--- config.mk ---
export PLATFORM = sky130hd
export DESIGN_NAME = fifo_mismatch_monitor
export DESIGN_NICKNAME = d
export VERILOG_FILES = /design/src/rtl/fifo_mismatch_monitor.sv
export SDC_FILE = /design/constraint.sdc
export NUM_CORES = 1
export LEC_CHECK = 0
export CAP_MARGIN = 20
export CORE_ASPECT_RATIO = 0.7
export CORE_UTILIZATION = 51
export DETAILED_ROUTE_END_ITERATION = 10
export GPL_ROUTABILITY_DRIVEN = 0
export PLACE_DENSITY = 0.91
export SLEW_MARGIN = 15
export SYNTH_ARGS = -nofsm -noshare
export SYNTH_HDL_FRONTEND = slang
export SYNTH_SLANG_ARGS = --single-unit
--- constraint.sdc ---
create_clock -name i_clk -period 2.5 [get_ports i_clk]
set_input_delay 0.25 -clock i_clk [delete_from_list [all_inputs] [get_ports i_clk]]
set_output_delay 0.25 -clock i_clk [all_outputs]
set_load 0.005 [all_outputs]
--- src/rtl/fifo_mismatch_monitor.sv ---
// fifo_mismatch_monitor: qualifies comparator mismatch samples, counts them and latches an alarm on a run of consecutive mismatches.
module fifo_mismatch_monitor #(
    parameter int CW = 16,
    parameter int THRESH = 4,
    parameter int ARM_DELAY = 8
) (
    input  logic          i_clk,
    input  logic          i_reset,
    input  logic          i_ce,
    input  logic          i_mismatch,
    input  logic          i_clear,
    output logic          o_armed,
    output logic          o_tripped,
    output logic          o_err_sticky,
    output logic [CW-1:0] o_err_count,
    output logic [CW-1:0] o_sample_count,
    output logic [CW-1:0] o_first_err,
    output logic [CW-1:0] o_run
);
    typedef enum logic [1:0] {WARMUP, ARMED, TRIPPED} state_t;
    localparam int WW = ARM_DELAY > 1 ? $clog2(ARM_DELAY) : 1;
    localparam logic [WW-1:0] WLAST = WW'(ARM_DELAY == 0 ? 0 : ARM_DELAY - 1);
    localparam logic [CW-1:0] MAX = '1;
    localparam logic [CW-1:0] TH = CW'(THRESH);
    localparam state_t INIT = ARM_DELAY == 0 ? ARMED : WARMUP;
    state_t state;
    logic [WW-1:0] warm;
    logic [CW-1:0] run_inc;
    // run never exceeds THRESH-1 while armed, so this cannot wrap
    always_comb run_inc = o_run + 1'b1;
    always_ff @(posedge i_clk) begin
        if (i_reset || i_clear) begin
            state <= INIT;
            warm <= '0;
            o_armed <= (ARM_DELAY == 0);
            o_tripped <= 1'b0;
            o_err_sticky <= 1'b0;
            o_err_count <= '0;
            o_sample_count <= '0;
            o_first_err <= '0;
            o_run <= '0;
        end else if (i_ce) begin
            if (state == WARMUP) begin
                if (warm == WLAST) begin
                    state <= ARMED;
                    o_armed <= 1'b1;
                end else begin
                    warm <= warm + 1'b1;
                end
            end else if (state == ARMED) begin
                o_sample_count <= o_sample_count == MAX ? MAX : o_sample_count + 1'b1;
                if (i_mismatch) begin
                    o_err_count <= o_err_count == MAX ? MAX : o_err_count + 1'b1;
                    o_run <= run_inc;
                    if (!o_err_sticky) begin
                        o_first_err <= o_sample_count;
                        o_err_sticky <= 1'b1;
                    end
                    if (run_inc == TH) begin
                        state <= TRIPPED;
                        o_armed <= 1'b0;
                        o_tripped <= 1'b1;
                    end
                end else begin
                    o_run <= '0;
                end
            end
        end
    end
endmodule

Word level (Yosys, flattened, before mapping)
Cells that the tools add are included.

operators by class
  eq/ne operators = 6
  multiplexer cells = 13
  reduce and logical (&&, ||, !) cells = 11
  add/sub/neg operators = 4
  bitwise logic cells = 3

operators with widths
  kind                   count
  $add 16x1->16 const B  3
  $mux 16                3
  $eq 16x16->1 const B   2
  $eq 16x3->1 const B    1
  $reduce_and 5->1       3
  $mux 2                 5
  $reduce_and 3->1       2
  $reduce_bool 2->1      3
  $mux 1                 5
  $reduce_and 4->1       1
  $add 3x1->3 const B    1
  $eq 3x3->1 const B     1
  $not 1->1              3
  $eq 2x1->1 const B     1
  $logic_not 2->1        1
  $ne 2x1->1 const B     1
  $logic_or 1x1->1       1

word-level totals
  flip-flop bits (word level) = 72
  bits of input ports = 5

Logic depth before layout (Yosys ltp)
Gate-level depths: netlist of run 1.

  depth in word-level cells = 6
  mapped depth = 7
  gate-level depth less buffers = 6

Worst setup path before layout of run 1
OpenSTA, ideal clock, no wires.

  kind = register to register
  from = reg o_run[0]
  to = reg o_run[14]
  required time = 2.372 ns
  period minus slack after synthesis = 1.743 ns
  setup slack = 0.757 ns
  arrival time = 1.616 ns
  stages on the path, launching flop included = 7
  buffers on the path = 0
  cells stage by stage = dfxtp_1 > ha_1 > nand3_1 > or4_1 > a21o_1 > a21oi_1 > nor2_1

between the ends
  word-level cells in the longest chain between the ends = 2

RTL lines
  element                 line  text
  from (decl)             18    output logic [CW-1:0] o_run
  from (signal assigned)  54    o_run <= run_inc;
  $add 16x1->16           30    always_comb run_inc = o_run + 1'b1;
  $mux 16                 52    if (i_mismatch) begin

Every way passes these cells.
A chain may end at the register's enable or synchronous reset.

Final worst setup path of run 1
  from = reg o_run[0]
  to = reg state[0]

between the ends
  word-level cells in the longest chain between the ends = 4

RTL lines
  element                      line  text
  $add 16x1->16                30
  $eq 16x3->1                  59    if (run_inc == TH) begin
  $reduce_bool 2->1 (no line)  --
  $reduce_and 5->1 (no line)   --
  to (signal assigned)         33    state <= INIT;
  to (signal assigned)         45    state <= ARMED;
  to (signal assigned)         60    state <= TRIPPED;
  to (decl)                    26    state_t state;

Every way passes these cells.

==> results.toml, run 1 <==
[worst_setup_path]
reg2reg_to = "state[0]$_SDFFE_PP0P_"
path_delay_family = "simple AND/OR/NAND/NOR gates"
endpoint_kind = "flop"
path_max_fanout = 7
r2r-start = "o_run[0]$_SDFFE_PP0P_"
cp_num_buf_inv = 0
crit_arrival_ns = 2.35
start_kind = "flop"
critPathMaxStageDelay_ns = 0.46
critPathSlowestCell = "dfxtp_1"
reg2reg_slack_ns = 0.39
cp_common_cell = "nand3_1"
worstRegToRegCells = 6
path_cells = "ha_1 > nand3_1 > nor4_1 > mux2i_1 > nand3_1 > o21a_1"
critPathRequiredTime_ns = 2.74
critical_path_class = "flop to flop"

[routing]
vias = 3277
post_drt_wl_per_cell_um = 15.9
drtIter0Drc = 248
viasPerCell = 5.90
drc_errors = 0
drt-total-wl_um = 8810
ant_nets = 0
first_pass_iters = 5

[global_route]
grt_use_total = 0.267
antenna_found_initial = 0
grt_max_degree = 37
grt_pass1_vias = 3083
overflow = 0
grt_pass1_wl_um = 14600

[sta]
setup_violations = 0
fmax_mhz = 475
rsz0062_at_grt = "false"
hold_violations = 0
period_minus_slack_ns = 2.11
skew_ns = 0.00690
worst_pin_slew_ns = 0.672
drv_slew = 0
fin_crit_sh = 0.843
fin_setup_tns_ns = 0
max_slew_margin = 0.552

[power_and_ir_drop]
p_leak_nw = 1.45
total_power_w = 0.00220
cellPowerDensity_mw_per_mm2 = 507
ir_drop_mv = 0.315

[clock_network]
root_buffer = "clkbuf_8"
cts_tree = "built"
postCtsHoldBufs = 0
clkLatencyLatePin_ns = 0.35
cts_resized = 0
clk_pin_slew_ns = 0.07
htree_levels = 3
clock_path_buffers = 2
post_cts_buffers = 0
cts_buffers = 9
clock-sinks = 71

[placed_design]
portBuffers = 71
dpl.hpwl_um = 5930
dpl_cell_area_mm2 = 0.00412
dp.cells = 539

[flow_run]
cap_violations = 0

[final_layout]
stdcell_count = 555
antenna_cells = 0
area.growth.synth_to_final_pct = 30.1
nets = 482
drive_above_1_share = 0.0755
final_area_mm2 = 0.00435

[synth]
ys_seq_area_frac = 0.425
synth_flop_cell = "dfxtp_1"
yosysTopAreaCellShare = 0.425
syn_nets = 412
synth_common_cells = "dfxtp_1 (71), nand2_1 (61), a21oi_1 (55), nor2_1 (30), nand3_1 (19)"
synthTopCellsByArea = "dfxtp_1 (43%), a21oi_1 (8.2%), nand2_1 (6.9%)"
synth_area_mm2 = 0.00334
yosys_register_bits = 71
synth_area_leader_cell = "dfxtp_1"
avgSynthCellArea_um2 = 8.31
synth_cell_types = 48
synth_most_common_cell = "dfxtp_1"
yosysWarningCount = 0
synth_edf_count = 0
postSynthCellCount = 402
async_flop_share = 0

[floorplanning]
die_y_um = 69.7
start_util = 0.532
dieArea_mm2 = 0.00688
io_pins = 72
rows = 24
core_mm2 = 0.00628
die_w_um = 98.7

[hold_path]
worst_hold_startpoint = "o_first_err[7]$_SDFFE_PP0P_"
whs_path_depth = 2
hp-class = "flop to flop"
whs_endpoint = "o_first_err[7]$_SDFFE_PP0P_"

[status]
status = "complete, no violations"
==> stage by stage <==
stage	hold slack [ns]	util	setup slack [ns]
final	0.459	0.692	0.393
after global routing	0.485	0.692	0.235
after global placement	0.444	0.657	0.377
after detailed placement	0.450	0.657	0.213
after CTS	0.461	0.692	0.405
after floorplan	0.443	-	0.757
==> sequential cells by signal, summed over array words and instances (netlist names) <==
| register | cells |
|---|---|
| o_first_err | 16 |
| o_err_count | 16 |
| o_err_sticky | 1 |
| warm | 3 |
| o_tripped | 1 |
| o_sample_count | 16 |
| state | 2 |
| o_run | 16 |
==> worst max-delay path by stage <==
stage	start	endpoint	slack, ns	cells after the start
after global placement	i_ce	o_err_count[9]$_SDFFE_PP0P_	0.38	6
after global routing	o_run[0]$_SDFFE_PP0P_	state[0]$_SDFFE_PP0P_	0.23	6
after detailed placement	i_ce	o_err_count[9]$_SDFFE_PP0P_	0.21	6
after CTS	o_run[0]$_SDFFE_PP0P_	state[0]$_SDFFE_PP0P_	0.41	6
final	o_run[0]$_SDFFE_PP0P_	state[0]$_SDFFE_PP0P_	0.39	6
after floorplan	o_run[0]$_SDFFE_PP0P_	o_run[14]$_SDFFE_PP0P_	0.76	6
==> cell families after synthesis <==
kind of cell	synth area share
AND/OR/NAND/NOR	0.284
buffers and inverters	0.0363
multiplexers	0.00899
XOR/XNOR	0.0708
AO/OA/AOI/OAI	0.155
adder cells (fa/ha/maj)	0.0187
flip-flops	0.425
==> cell type report <==
cell class / instances / area (um2)
Clock buffer: 11 / 141
Timing Repair Buffer: 78 / 776
Tap cell: 78 / 97.6
Fill cell: 505 / 1930
Clock inverter: 5 / 81.3
Inverter: 8 / 30.0
Sequential cell: 71 / 1420
Multi-Input combinational cell: 304 / 1800
==> power breakdown <==
group	total (W)	switching, W	leakage, nW	internal (W)
registers	0.00113	0.000000747	0.572	0.00113
logic	0.0000446	0.0000294	0.773	0.0000152
clock network	0.00103	0.000438	0.110	0.000589
==> cell usage in the layout, fill, tap and decap left out, drive strengths merged, types with 3 or more instances in the layout <==
cell type      synthesis  routed
o21ai                  9       9
mux2i                  3       3
clkdlybuf4s50          0      71
ha                     5       5
a21oi                 56      56
clkbuf                12      11
and3                   6       6
inv                    8       8
nand4                 11      11
or4                    3       3
nand3                 22      22
a22oi                  3       3
buf                    7       7
and4b                  3       3
nor4                  11      11
a21o                   8       8
xnor2                 16      16
nor2                  30      30
xor2                  11      11
dfxtp                 71      71
a31oi                  5       5
nor3                  19      19
nand2                 61      61
and4                   5       5
==> routing by layer <==
metal | vias up | share of wire | global-route usage | wire length, um
met5 | - | 0 | 0 | 0
met4 | 0 | 0.013 | 0.0862 | 116
met3 | 20 | 0.078 | 0.0887 | 684
met2 | 141 | 0.46 | 0.437 | 4090
met1 | 1546 | 0.44 | 0.334 | 3920
li1 | 1570 | - | - | -
==> worst reg2reg max path: cells and delay by family (launching register included) <==
kind	cells	cell delay [ns]
mux	1	0.33
compound gates	1	0.18
flops	1	0.46
simple gates	3	0.76
fa+ha+maj	1	0.28
No activity file was read; power rests on OpenSTA's default activity.
==> inputs of run 2 (changes only) <==
==> constraint.sdc (replaced) <==
create_clock -name i_clk -period 1.95 [get_ports i_clk]
set_input_delay 0.195 -clock i_clk [delete_from_list [all_inputs] [get_ports i_clk]]
set_output_delay 0.195 -clock i_clk [all_outputs]
set_load 0.005 [all_outputs]
==> results.toml, run 2 (synthesis gave the netlist of run 1 again) <==
[global_route]
grt_use_total = 0.273
grt_max_degree = 67
grt_pass1_vias = 3171
overflow = 0
antenna_found_initial = 0
grt_pass1_wl_um = 14800

[worst_setup_path]
path_max_fanout = 7
r2r-start = "o_run[0]$_SDFFE_PP0P_"
start_kind = "flop"
worstSetupPathDepth = 6
crit_arrival_ns = 2.10
cp-startpoint = "o_run[0]$_SDFFE_PP0P_"
path_cells = "ha_1 > nand3_2 > or4_1 > a21o_1 > a21oi_1 > nor2_1"
reg2reg_to = "o_run[14]$_SDFFE_PP0P_"
endpoint_kind = "flop"
reg2reg_slack_ns = 0.09
critical_path_class = "flop to flop"
critPathMaxStageDelay_ns = 0.59
cp-endpoint = "o_run[14]$_SDFFE_PP0P_"
critPathRequiredTime_ns = 2.19
critPathSlowestCell = "or4_1"
cp_num_buf_inv = 0
worstRegToRegCells = 6
path_delay_family = "simple AND/OR/NAND/NOR gates"

[sta]
period_minus_slack_ns = 1.86
hold_violations = 0
max_slew_margin = 0.620
drv_slew = 0
fin_crit_sh = 0.954
fmax_mhz = 538
worst_pin_slew_ns = 0.568
hold_slack_ns = 0.455
skew_ns = 0.00656
setup_violations = 0

[status]
status = "complete, no violations"

[routing]
post_drt_wl_per_cell_um = 16.0
first_pass_iters = 5
vias = 3449
viasPerCell = 5.97
drc_errors = 0
drt-total-wl_um = 9230
ant_nets = 0
drtIter0Drc = 291

[power_and_ir_drop]
cellPowerDensity_mw_per_mm2 = 597
ir_drop_mv = 0.339
p_leak_nw = 1.57
total_power_w = 0.00270

[floorplanning]
dieArea_mm2 = 0.00688
io_pins = 72
die_y_um = 69.7
core_mm2 = 0.00628
die_w_um = 98.7
start_util = 0.532
rows = 24

[final_layout]
antenna_cells = 0
drive_above_1_share = 0.132
multiInputGateArea_mm2 = 0.00182
nets = 505
area.growth.synth_to_final_pct = 35.4
final_area_mm2 = 0.00452
final_cell_mix = "clkdlybuf4s50_1 (71), dfxtp_1 (68), nand2_1 (61)"
final_common_cell = "clkdlybuf4s50_1"
final.fill_count = 457
regArea_mm2 = 0.00143

[hold_path]
hp-class = "flop to flop"

[clock_network]
cts_tree = "built"
htree_levels = 3
root_buffer = "clkbuf_8"
clk_pin_slew_ns = 0.08
cts_buffers = 9
clkLatencyLatePin_ns = 0.35
clock_path_buffers = 2
clock-sinks = 71

[flow_run]
cap_violations = 0

[placed_design]
portBuffers = 71
dpl_cell_area_mm2 = 0.00428
dpl.hpwl_um = 6170
==> run 2: how the worst min path moves through the flow <==
| stage | startpoint | end | slack [ns] | depth (start not counted) |
|---|---|---|---|---|
| final | o_first_err[7]$_SDFFE_PP0P_ | o_first_err[7]$_SDFFE_PP0P_ | 0.45 | 2 |
| after global routing | o_first_err[7]$_SDFFE_PP0P_ | o_first_err[7]$_SDFFE_PP0P_ | 0.48 | 2 |
| after CTS | o_first_err[7]$_SDFFE_PP0P_ | o_first_err[7]$_SDFFE_PP0P_ | 0.46 | 2 |
| after detailed placement | o_first_err[7]$_SDFFE_PP0P_ | o_first_err[7]$_SDFFE_PP0P_ | 0.45 | 2 |
| after global placement | o_first_err[0]$_SDFFE_PP0P_ | o_first_err[0]$_SDFFE_PP0P_ | 0.44 | 2 |
| after floorplan | i_reset | o_sample_count[13]$_SDFFE_PP0P_ | 0.41 | 2 |
==> run 2: layout make-up <==
type / instances / share of cell area
clock buffers: 10 / 0.0304
clock inverters: 6 / 0.0133
inverters: 8 / 0.00664
multi-input cells: 304 / 0.403
flip-flops and latches: 71 / 0.315
well taps: 78 / 0.0216
repair buffers: 101 / 0.210
==> run 2: per-stage QoR <==
step	cells	setup slack (ns)	util	TNS, ns
floorplan	402	0.207	-	0
global placement	560	0.0930	0.682	0
detailed placement	560	0.00129	0.682	0
CTS	576	0.00219	0.714	0
global route	578	-0.00524	0.721	-0.00524
finish	578	0.0902	0.721	0
==> run 2: report_power, final <==
group / leakage, nW / switching [W] / total (W) / internal, W
logic: 0.903 / 0.0000380 / 0.0000587 / 0.0000208
clock network: 0.0981 / 0.000571 / 0.00119 / 0.000618
registers: 0.573 / 0.000000963 / 0.00145 / 0.00145
==> run 2: worst register-to-register path, cell delays in order (launching register included) <==
cell,delay [ns]
dfxtp_2,0.39
ha_1,0.22
nand3_2,0.14
or4_1,0.59
a21o_1,0.21
a21oi_1,0.14
nor2_1,0.05
==> run 2: per-layer routing <==
| metal | global-route usage | part of all wire | up-vias |
|---|---|---|---|
| li1 | - | - | 1615 |
| met1 | 0.359 | 0.43 | 1638 |
| met2 | 0.434 | 0.47 | 176 |
| met3 | 0.0837 | 0.090 | 20 |
| met4 | 0.0746 | 0.012 | 0 |
| met5 | 0 | 0 | - |
==> run 2: what timing repair did <==
action,CTS,global route
setup endpoints to repair,0,4
hold buffers,0,0
gates resized for setup,0,7
buffers inserted,0,2
==> inputs of run 3 (changes only) <==
--- a/config.mk
+++ b/config.mk
@@ -7,6 +7,7 @@
 export LEC_CHECK = 0
 export CAP_MARGIN = 20
 export CORE_ASPECT_RATIO = 0.7
+export CORE_MARGIN = 4
 export CORE_UTILIZATION = 51
 export DETAILED_ROUTE_END_ITERATION = 10
 export GPL_ROUTABILITY_DRIVEN = 0
==> results.toml, run 3 (synthesis gave the netlist of run 1 again) <==
[power_and_ir_drop]
p_comb_frac = 0.022
clkPwrFrac = 0.437
p_int_w = 0.00210
pwr-share-seq = 0.541
switchingPower_w = 0.000586
cellPowerDensity_mw_per_mm2 = 599
total_power_w = 0.00268
ir_drop_mv = 0.401
p_leak_nw = 1.55
p_sw_frac = 0.218

[global_route]
grt_use_total = 0.236
antenna_found_initial = 0
grt_pass1_vias = 3180
overflow = 0
grt_max_degree = 67
grt_pass1_wl_um = 15000

[routing]
drtIter0Drc = 324
first_pass_iters = 5
vias = 3356
post_drt_wl_per_cell_um = 16.2
viasPerCell = 5.85
drc_errors = 0
ant_nets = 0
drt-total-wl_um = 9330

[clock_network]
clk_pin_slew_ns = 0.07
htree_levels = 3
clock-sinks = 71
postCtsHoldBufs = 0
clock_path_buffers = 2
cts_tree = "built"
cts_buffers = 9
clkLatencyLatePin_ns = 0.35
root_buffer = "clkbuf_8"

[final_layout]
final_area_mm2 = 0.00448
final_cell_mix = "clkdlybuf4s50_1 (71), dfxtp_1 (68), nand2_1 (61)"
fin_util = 0.714
stdcell_count = 574
final_common_cell = "clkdlybuf4s50_1"
nets = 501
antenna_cells = 0
area.growth.synth_to_final_pct = 34.0
drive_above_1_share = 0.117

[sta]
fmax_mhz = 541
hold_violations = 0
worst_pin_slew_ns = 0.555
fin_crit_sh = 0.948
drv_slew = 0
max_slew_margin = 0.629
rsz0062_at_grt = "false"
setup_violations = 0
period_minus_slack_ns = 1.85
skew_ns = 0.00613

[status]
status = "complete, no violations"

[hold_path]
worst_hold_startpoint = "o_first_err[2]$_SDFFE_PP0P_"
hp-class = "flop to flop"
whs_endpoint = "o_first_err[2]$_SDFFE_PP0P_"
whs_path_depth = 2

[worst_setup_path]
r2r-start = "o_run[1]$_SDFFE_PP0P_"
critical_path_class = "flop to flop"
critPathRequiredTime_ns = 2.18
start_kind = "flop"
reg2reg_slack_ns = 0.10
path_cells = "ha_1 > nand3_1 > or4_1 > a21o_1 > a21oi_1 > nor2_1"
path_delay_family = "simple AND/OR/NAND/NOR gates"
endpoint_kind = "flop"
reg2reg_to = "o_run[14]$_SDFFE_PP0P_"
worstRegToRegCells = 6
cp_num_buf_inv = 0
critPathMaxStageDelay_ns = 0.58
path_max_fanout = 4
critPathSlowestCell = "or4_1"
crit_arrival_ns = 2.08

[placed_design]
portBuffers = 71
dpl.hpwl_um = 6440
dp.cells = 557
dpl_cell_area_mm2 = 0.00426

[floorplanning]
core_mm2 = 0.00628
die_w_um = 105
die_y_um = 75.7
rows = 24
start_util = 0.532
io_pins = 72
dieArea_mm2 = 0.00793

[flow_run]
cap_violations = 0
==> run 3: changes by cell type in the layout (fill, tap and decap cells not counted), sizes merged <==
cell	change
buf	-4
clkbuf	+3
clkinv	-2
clkinvlp	-1
==> run 3: power groups by stage <==
stage	clock, W	combinational [W]	sequential, W
detailed placement	0	0.0000569	0.00149
CTS	0.00118	0.0000574	0.00145
global route	0.00124	0.0000625	0.00145
global placement	0	0.0000553	0.00148
floorplan	0	0.0000319	0.00148
finish	0.00117	0.0000585	0.00145
==> run 3: cell type report <==
class | count | area [um2]
Clock buffer | 13 | 149
Inverter | 8 | 30.0
Timing Repair Buffer | 97 | 918
Clock inverter | 3 | 42.5
Tap cell | 78 | 97.6
Fill cell | 473 | 1800
Multi-Input combinational cell | 304 | 1820
Sequential cell | 71 | 1430
==> run 3: worst register-to-register path, delay by kind of cell, from the launching register on <==
family / cells / cell delay, ns
compound gates: 2 / 0.33
fa+ha+maj: 1 / 0.20
flops: 1 / 0.39
simple gates: 3 / 0.82
==> run 3: worst max-delay path by stage <==
stage | start | end | depth (start not counted)
after global routing | o_run[1]$_SDFFE_PP0P_ | o_run[14]$_SDFFE_PP0P_ | 6
after CTS | o_run[2]$_SDFFE_PP0P_ | state[0]$_SDFFE_PP0P_ | 5
final | o_run[1]$_SDFFE_PP0P_ | o_run[14]$_SDFFE_PP0P_ | 6
after detailed placement | i_ce | o_err_count[15]$_SDFFE_PP0P_ | 6
after global placement | o_run[3]$_SDFFE_PP0P_ | state[0]$_SDFFE_PP0P_ | 5
after floorplan | o_run[0]$_SDFFE_PP0P_ | o_run[14]$_SDFFE_PP0P_ | 6
==> run 3: per-stage QoR <==
stage / TNS, ns / hold WS [ns] / setup WS (ns)
after floorplan: 0 / 0.407 / 0.207
after global placement: 0 / 0.442 / 0.0692
after detailed placement: -0.0517 / 0.447 / -0.0318
after CTS: 0 / 0.457 / 0.0568
after global routing: 0 / 0.474 / 0.00530
final: 0 / 0.454 / 0.102
==> run 3: routing by layer <==
layer	wire length (um)	global-route usage	up-vias
li1	-	-	1609
met4	219	0.0873	0
met3	739	0.0737	28
met5	0	0	-
met2	4260	0.390	157
met1	4110	0.297	1562
==> run 3: repair_timing <==
item                       in CTS  in global routing
setup endpoints to repair       3                  8
pin swaps                       1                  1
buffers inserted                0                  1
resized for setup               1                  5
